### src/rtl/uart_rx_cfg.sv
// Configurable UART receiver: 5..9 data bits, none/even/odd parity, 1 or 2 stop bits,
// 3-sample majority voting and a one-entry valid/ready output register.
module uart_rx_cfg #(
  parameter int unsigned clk_frequency = 27,
  parameter int unsigned baud_rate     = 115200,
  parameter int unsigned data_bits     = 8,
  parameter int unsigned parity_mode   = 0,
  parameter int unsigned stop_bits     = 1
) (
  input  logic                 i_clk,
  input  logic                 i_rst,
  input  logic                 i_data_bit,
  input  logic                 i_ready,
  output logic                 o_valid,
  output logic [data_bits-1:0] o_data,
  output logic                 o_parity_err,
  output logic                 o_frame_err,
  output logic                 o_break,
  output logic                 o_overrun
);

  localparam int unsigned CLK_CYCLE = (clk_frequency * 1000000) / baud_rate;
  localparam int unsigned HALF      = CLK_CYCLE / 2;
  localparam int unsigned CNT_W     = 16;
  localparam int unsigned IDX_W     = 4;
  localparam logic [CNT_W-1:0] VOTE_AT  = CNT_W'(HALF - 1);
  localparam logic [CNT_W-1:0] BIT_END  = CNT_W'(CLK_CYCLE - 1);
  localparam logic [IDX_W-1:0] LAST_IDX = IDX_W'(data_bits - 1);
  localparam logic PAR_EN   = 1'(parity_mode != 0);
  localparam logic PAR_ODD  = 1'(parity_mode == 2);
  localparam logic TWO_STOP = 1'(stop_bits == 2);

  typedef enum logic [2:0] {
    S_IDLE, S_START, S_DATA, S_PARITY, S_STOP, S_BRK_WAIT
  } state_t;

  state_t               state, state_nxt;
  logic [CNT_W-1:0]     cnt;
  logic [IDX_W-1:0]     bit_idx;
  logic                 sync_q1, sync_q2;
  logic [1:0]           hist;
  logic [data_bits-1:0] shreg;
  logic                 par_q, stop0_q, stop_idx;

  logic [2:0] samp_c;
  logic       vote_c, at_vote_c, at_end_c, done_c;
  logic       frame_err_c, break_c, parity_err_c;

  // Three consecutive synchronised samples: counts half-3, half-2, half-1 at the vote point
  assign samp_c    = {hist, sync_q2};
  assign vote_c    = (samp_c[0] & samp_c[1]) | (samp_c[0] & samp_c[2]) | (samp_c[1] & samp_c[2]);
  assign at_vote_c = (cnt == VOTE_AT);
  assign at_end_c  = (cnt == BIT_END);

  assign frame_err_c  = ~vote_c | (TWO_STOP & ~stop0_q);
  assign break_c      = (shreg == '0) & (~PAR_EN | ~par_q) & ~vote_c & (~TWO_STOP | ~stop0_q);
  assign parity_err_c = PAR_EN & ((^shreg) ^ par_q ^ PAR_ODD);

  // State register
  always_ff @(posedge i_clk) begin
    if (i_rst) state <= S_IDLE;
    else       state <= state_nxt;
  end

  // Next-state and completion decode
  always_comb begin
    state_nxt = state;
    done_c    = 1'b0;
    case (state)
      S_IDLE:     if (hist[0] && !sync_q2) state_nxt = S_START;
      S_START: begin
        if (at_vote_c && vote_c) state_nxt = S_IDLE;
        else if (at_end_c)       state_nxt = S_DATA;
      end
      S_DATA:     if (at_end_c && bit_idx == LAST_IDX) state_nxt = PAR_EN ? S_PARITY : S_STOP;
      S_PARITY:   if (at_end_c) state_nxt = S_STOP;
      S_STOP: begin
        if (at_vote_c && (!TWO_STOP || stop_idx)) begin
          done_c    = 1'b1;
          state_nxt = break_c ? S_BRK_WAIT : S_IDLE;
        end
      end
      S_BRK_WAIT: if (sync_q2) state_nxt = S_IDLE;
      default:    state_nxt = S_IDLE;
    endcase
  end

  // Synchroniser, bit timing and frame capture
  always_ff @(posedge i_clk) begin
    if (i_rst) begin
      sync_q1  <= 1'b1;
      sync_q2  <= 1'b1;
      hist     <= 2'b11;
      cnt      <= '0;
      bit_idx  <= '0;
      shreg    <= '0;
      par_q    <= 1'b0;
      stop0_q  <= 1'b0;
      stop_idx <= 1'b0;
    end else begin
      sync_q1 <= i_data_bit;
      sync_q2 <= sync_q1;
      hist    <= {hist[0], sync_q2};

      if (state_nxt != state || at_end_c || state == S_IDLE || state == S_BRK_WAIT) cnt <= '0;
      else cnt <= cnt + CNT_W'(1);

      if (state != S_DATA) bit_idx <= '0;
      else if (at_end_c)   bit_idx <= bit_idx + IDX_W'(1);

      // LSB arrives first, so shifting right leaves bit 0 in place after the last data bit
      if (state == S_IDLE && state_nxt == S_START) begin
        shreg <= '0;
        par_q <= 1'b0;
      end else if (state == S_DATA && at_vote_c) begin
        shreg <= {vote_c, shreg[data_bits-1:1]};
      end else if (state == S_PARITY && at_vote_c) begin
        par_q <= vote_c;
      end

      if (state != S_STOP) stop_idx <= 1'b0;
      else if (at_end_c)   stop_idx <= 1'b1;

      if (state == S_STOP && at_vote_c && !stop_idx) stop0_q <= vote_c;
    end
  end

  // One-entry output register; a full, unaccepted register drops the new frame
  always_ff @(posedge i_clk) begin
    if (i_rst) begin
      o_valid      <= 1'b0;
      o_data       <= '0;
      o_parity_err <= 1'b0;
      o_frame_err  <= 1'b0;
      o_break      <= 1'b0;
      o_overrun    <= 1'b0;
    end else begin
      o_overrun <= 1'b0;
      if (done_c) begin
        if (!o_valid || i_ready) begin
          o_valid      <= 1'b1;
          o_data       <= shreg;
          o_parity_err <= parity_err_c;
          o_frame_err  <= frame_err_c;
          o_break      <= break_c;
        end else begin
          o_overrun <= 1'b1;
        end
      end else if (o_valid && i_ready) begin
        o_valid <= 1'b0;
      end
    end
  end

endmodule
### config.mk
export PLATFORM = sky130hd
export DESIGN_NAME = uart_rx_cfg
export DESIGN_NICKNAME = d
export VERILOG_FILES = /design/src/rtl/uart_rx_cfg.sv
export SDC_FILE = /design/constraint.sdc
export NUM_CORES = 1
export LEC_CHECK = 0
export ABC_AREA = 1
export CAP_MARGIN = 20
export CORE_ASPECT_RATIO = 2
export CORE_UTILIZATION = 50
export DETAILED_ROUTE_END_ITERATION = 8
export DONT_BUFFER_PORTS = 1
export PLACE_DENSITY = 0.73
export SYNTH_ARGS = -nofsm -noshare
export SYNTH_HDL_FRONTEND = slang
export SYNTH_SLANG_ARGS = --single-unit
export TNS_END_PERCENT = 30
### constraint.sdc
create_clock -name i_clk -period 1.8 [get_ports i_clk]
set_input_delay 0.27 -clock i_clk [delete_from_list [all_inputs] [get_ports i_clk]]
set_output_delay 0.27 -clock i_clk [all_outputs]
set_load 0.01 [all_outputs]
After elaboration in Yosys (flattened, before gate mapping)
Index checks and enable logic that the tools add are counted.
W data, S select, Z words.

cells by class
  $add $sub $neg = 2
  equality and inequality tests = 12
  multiplexer cells = 15
  bitwise logic cells = 8
  reduce and logical (&&, ||, !) cells = 21

operator list
  cell                     number
  $mux W3                  8
  $pmux W3 S6              1
  $add A16 B1 Y16 const B  1
  $eq A16 B7 Y1 const B    1
  $eq A16 B8 Y1 const B    1
  $logic_not A8 Y1         1
  $reduce_or A2 Y1         4
  $eq A3 B1 Y1 const B     2
  $eq A3 B2 Y1 const B     2
  $eq A3 B3 Y1 const B     2
  $logic_and A1 B1 Y1      6
  $mux W1                  6
  $add A4 B1 Y4 const B    1
  $and A1 B1 Y1            4
  $eq A4 B3 Y1 const B     1
  $logic_or A1 B1 Y1       4
  $reduce_and A2 Y1        2
  $logic_not A3 Y1         1
  $ne A3 B2 Y1 const B     1
  $ne A3 B3 Y1             1
  $logic_not A1 Y1         2
  $ne A2 B1 Y1 const B     1
  $not A1 Y1               2
  $or A1 B1 Y1             2
  $reduce_bool A2 Y1       1

storage, ports and cells
  flip-flop bits (word level) = 47
  logic and storage cells = 70

Depth between registers and ports, before layout
  word-level depth = 13
  gate-level depth with buffers = 13

Least setup slack after synthesis
No wires, ideal clock.

  kind = register to register
  start = reg cnt[1]
  end = reg cnt[13]
  setup time = 0.073 ns
  arrival time = 1.528 ns
  required time = 1.727 ns
  setup slack = 0.199 ns
  stages on the path, launching flop included = 11
  buffers on the path = 1
  clock period less this slack = 1.601 ns
  path through = dfxtp_1 -> inv_1 -> ha_1 -> nand2_2 -> nor2_8 -> nand2_4 -> inv_1 -> nor4_1 -> nand3_2 -> buf_6 -> nor3_2

between the ends
  longest elaborated chain between the ends = 9

ends and longest elaborated chain
  what                                            RTL line  RTL
  from (decl)                                     38        logic [CNT_W-1:0] cnt;
  from (signal assigned)                          106       else cnt <= cnt + CNT_W'(1);
  $eq A16 B8 Y1 or $eq A16 B7 Y1 (tied branches)  53, 52
  $mux W3 (tied with other cells)                 73        else if (at_end_c) state_nxt = S_DATA;
  $mux W3, on equally long branches               72, 75
  $pmux W3 S6                                     69        case (state)
  $ne A3 B3 Y1                                    105       if (state_nxt != state || at_end_c || state == S_IDLE || state == S_BRK_WAIT) cnt <= '0;
  $logic_or A1 B1 Y1 (3 in series)                105
  $reduce_or A2 Y1 (no source line)               -

Parallel ways exist; a longest one is shown, timed or not.
A chain may end at the register's enable or synchronous reset.

Worst setup path in the final report
  start = reg cnt[1]
  end = reg cnt[11]

The elaborated chain is that of the path after synthesis.

==> results.json <==
{
  "setup_violations": 0,
  "dr.pass1.iters": 4,
  "grt_pass1_wl_um": 8535,
  "clock_sinks": 47,
  "cts_root_buf": "clkbuf_8",
  "dp.cells": 357,
  "power_leakage_uw": 0.001125,
  "crit_required_ns": 2.03,
  "cts_tree": "built",
  "fp.dieH_um": 97.68,
  "critical_path_class": "flop to flop",
  "min_from": "i_rst",
  "drt-total-wl_um": 5423,
  "antenna_found_initial": 0,
  "drc": 0,
  "viasPerCell": 5.337,
  "critPathMaxFanout": 8,
  "period_minus_slack_ns": 1.749,
  "synth_mux_area_share_pct": 0,
  "avgSynthCellArea_um2": 7.784,
  "yosysWarningCount": 0,
  "startpoint_type": "flop",
  "hpwlAfterDp_um": 3834,
  "yosysSeqAreaShare_pct": 41.12,
  "ios": 17,
  "slew_viol_final": 0,
  "die_area_um2": 4868,
  "hold_path.class": "input pin to flop",
  "synth_top_cell_by_area": "dfxtp_1",
  "switching_share_pct": 23.66,
  "clkPwrFrac_pct": 36.2,
  "grt_max_degree": 17,
  "drv_cap": 0,
  "clk_pin_slew_worst_paths_ns": 0.08,
  "yosysTopAreaCellShare_pct": 41.12,
  "overflow": 0,
  "synth-adder-area-share_pct": 2.187,
  "synthXorXnorAreaFrac_pct": 5.358,
  "fp-row-count": 34,
  "postCtsHoldBufs": 0,
  "die_w_um": 49.84,
  "areaGrowthSynthToFinish_pct": 24.55,
  "synth_flop_cell": "dfxtp_1",
  "cts_made_buffers": 5,
  "dr_total_vias": 1980,
  "end_kind": "flop",
  "finalHoldViolations": 0,
  "period_share_pct": 97.17,
  "clkLatencyLatePin_ns": 0.30,
  "p_int_uw": 1406,
  "status": "finished clean",
  "syn-cell-area_um2": 2288,
  "fin_worst_skew_ns": 0.004499,
  "core_area_um2": 4382,
  "cp-startpoint": "cnt[1]",
  "gp_congestion": 0.8973,
  "grt_pass1_vias": 2001,
  "cts_buffer_depth": 2,
  "max_freq_mhz": 571.8,
  "fin_util_pct": 65.05,
  "combPwrFrac_pct": 6.8,
  "synth_compound_area_share_pct": 7.217,
  "switching_power_uw": 435.7,
  "synth_seq_cells": 47,
  "p_total_uw": 1841,
  "rsz0062_at_grt": "yes",
  "initial_core_util_pct": 52.23,
  "synth_edf_count": 0,
  "drt-wirelength-per-cell_um": 14.62,
  "synthCells": 294,
  "async_flop_share_pct": 0,
  "grt_util_all_layers_pct": 22.96,
  "portBuffers": 0,
  "synth.distinct_cells": 33,
  "finalNonFillerCells": 371,
  "crit_arrival_ns": 1.98,
  "diodes": 0,
  "cts_max_level": 2,
  "p_per_area_nw_per_um2": 646.1,
  "synth_top_family_by_area": "simple AND/OR/NAND/NOR gates",
  "ant_nets": 0,
  "yosys-top-cells-area": "dfxtp_1 41%, nand2_1 8.9%, nor3_2 6.1%",
  "synth_nets": 302,
  "post-synth-top-count-cell": "nand2_1",
  "fin_hold_ws_ns": 0.02328,
  "synth-simple-area-share_pct": 36.14,
  "pwr-share-seq_pct": 56.9,
  "final_nets": 324,
  "yosys-top-cells-count": "54 x nand2_1, 47 x dfxtp_1, 34 x nor2_1, 30 x inv_1, 17 x nand3_1",
  "drt-initial-drc-count": 57,
  "irDropWorstVdd_v": 0.0008558,
  "rr_startpoint": "cnt[1]",
  "drive_gt1_share_pct": 31.23
}
==> timing repair <==
action	4_1_cts	5_1_grt
gates cloned	0	2
resized for setup	3	52
buffers inserted	0	4
pin swaps	0	13
setup endpoints to repair	2	28
==> final timing paths <==
path / depth (start not counted) / slack, ns / endpoint
worst max register to register: 11 / 0.05 / cnt[11]
worst min register to register: 1 / 0.41 / sync_q2
worst max-delay path: 11 / 0.05 / cnt[11]
worst min-delay path: 1 / 0.02 / state[2]
==> logic make-up (layout without fill, tap and decap cells) <==
kind of cell | after synthesis | after routing
fa+ha+maj | 4 | 4
xor+xnor | 14 | 14
simple gates | 157 | 157
other cells | 1 | 1
compound gates | 31 | 31
buf+inv | 40 | 63
flops | 47 | 47
==> through the flow <==
stage | TNS, ns | instance area [um2] | setup WS (ns)
finish | 0 | 2850 | 0.05102
global route | -0.5153 | 2850 | -0.07504
CTS | 0 | 2557 | 0.006791
detailed placement | 0 | 2456 | 0.01202
global placement | 0 | 2456 | 0.07131
floorplan | 0 | 2288 | 0.1994
==> registers in the layout, summed over array words and instances (netlist names) <==
signal	flops
hist	2
sync_q2	1
o_valid	1
o_frame_err	1
shreg	8
o_overrun	1
state	3
sync_q1	1
cnt	16
bit_idx	4
o_break	1
o_data	8
==> cells in the final DEF (no fill, tap or decap), drive strengths merged <==
master	n
dfxtp	47
nor2	39
xor2	10
nor3b	2
buf	19
o21ai	11
nor3	26
nor4	2
inv	33
nand2	60
nand3	19
xnor2	4
conb	1
or2	2
clkinv	2
ha	4
o21a	1
clkbuf	9
nand4	7
a31oi	3
a21oi	16
==> area by class of cell <==
class | instances | area (um2)
Clock inverter | 1 | 8.758
Fill cell | 399 | 1531
Sequential cell | 47 | 954.7
Tap cell | 54 | 67.56
Multi-Input combinational cell | 207 | 1369
Timing Repair Buffer | 21 | 230.2
Inverter | 34 | 133.9
Clock buffer | 7 | 86.33
==> per-layer routing <==
layer	global-route usage, %	up-vias	wire length (um)
li1	-	994	-
met1	20.16	928	1902
met2	47.30	39	3224
met3	3.443	19	122
met4	9.451	0	174
met5	0	-	0
==> power by group through the flow <==
stage          sequential [uW]  clock, uW  combinational, uW
2_1_floorplan             1070          0               58.2
3_3_place_gp              1070          0               78.2
3_5_place_dp              1070          0               79.9
4_1_cts                   1050        687               80.9
5_1_grt                   1050        717                134
6_report                  1050        667                126
==> critical path: stages (launching register included) <==
cell and delay [ns]:
dfxtp_2 0.35, inv_4 0.08, ha_4 0.13, nand3_1 0.09
nor2_1 0.17, nand3_1 0.15, nand3_2 0.13, nand3_2 0.09
nand2_2 0.08, nand2_4 0.07, clkbuf_16 0.18, nor3_2 0.15
(Power assumes the default switching activity.)
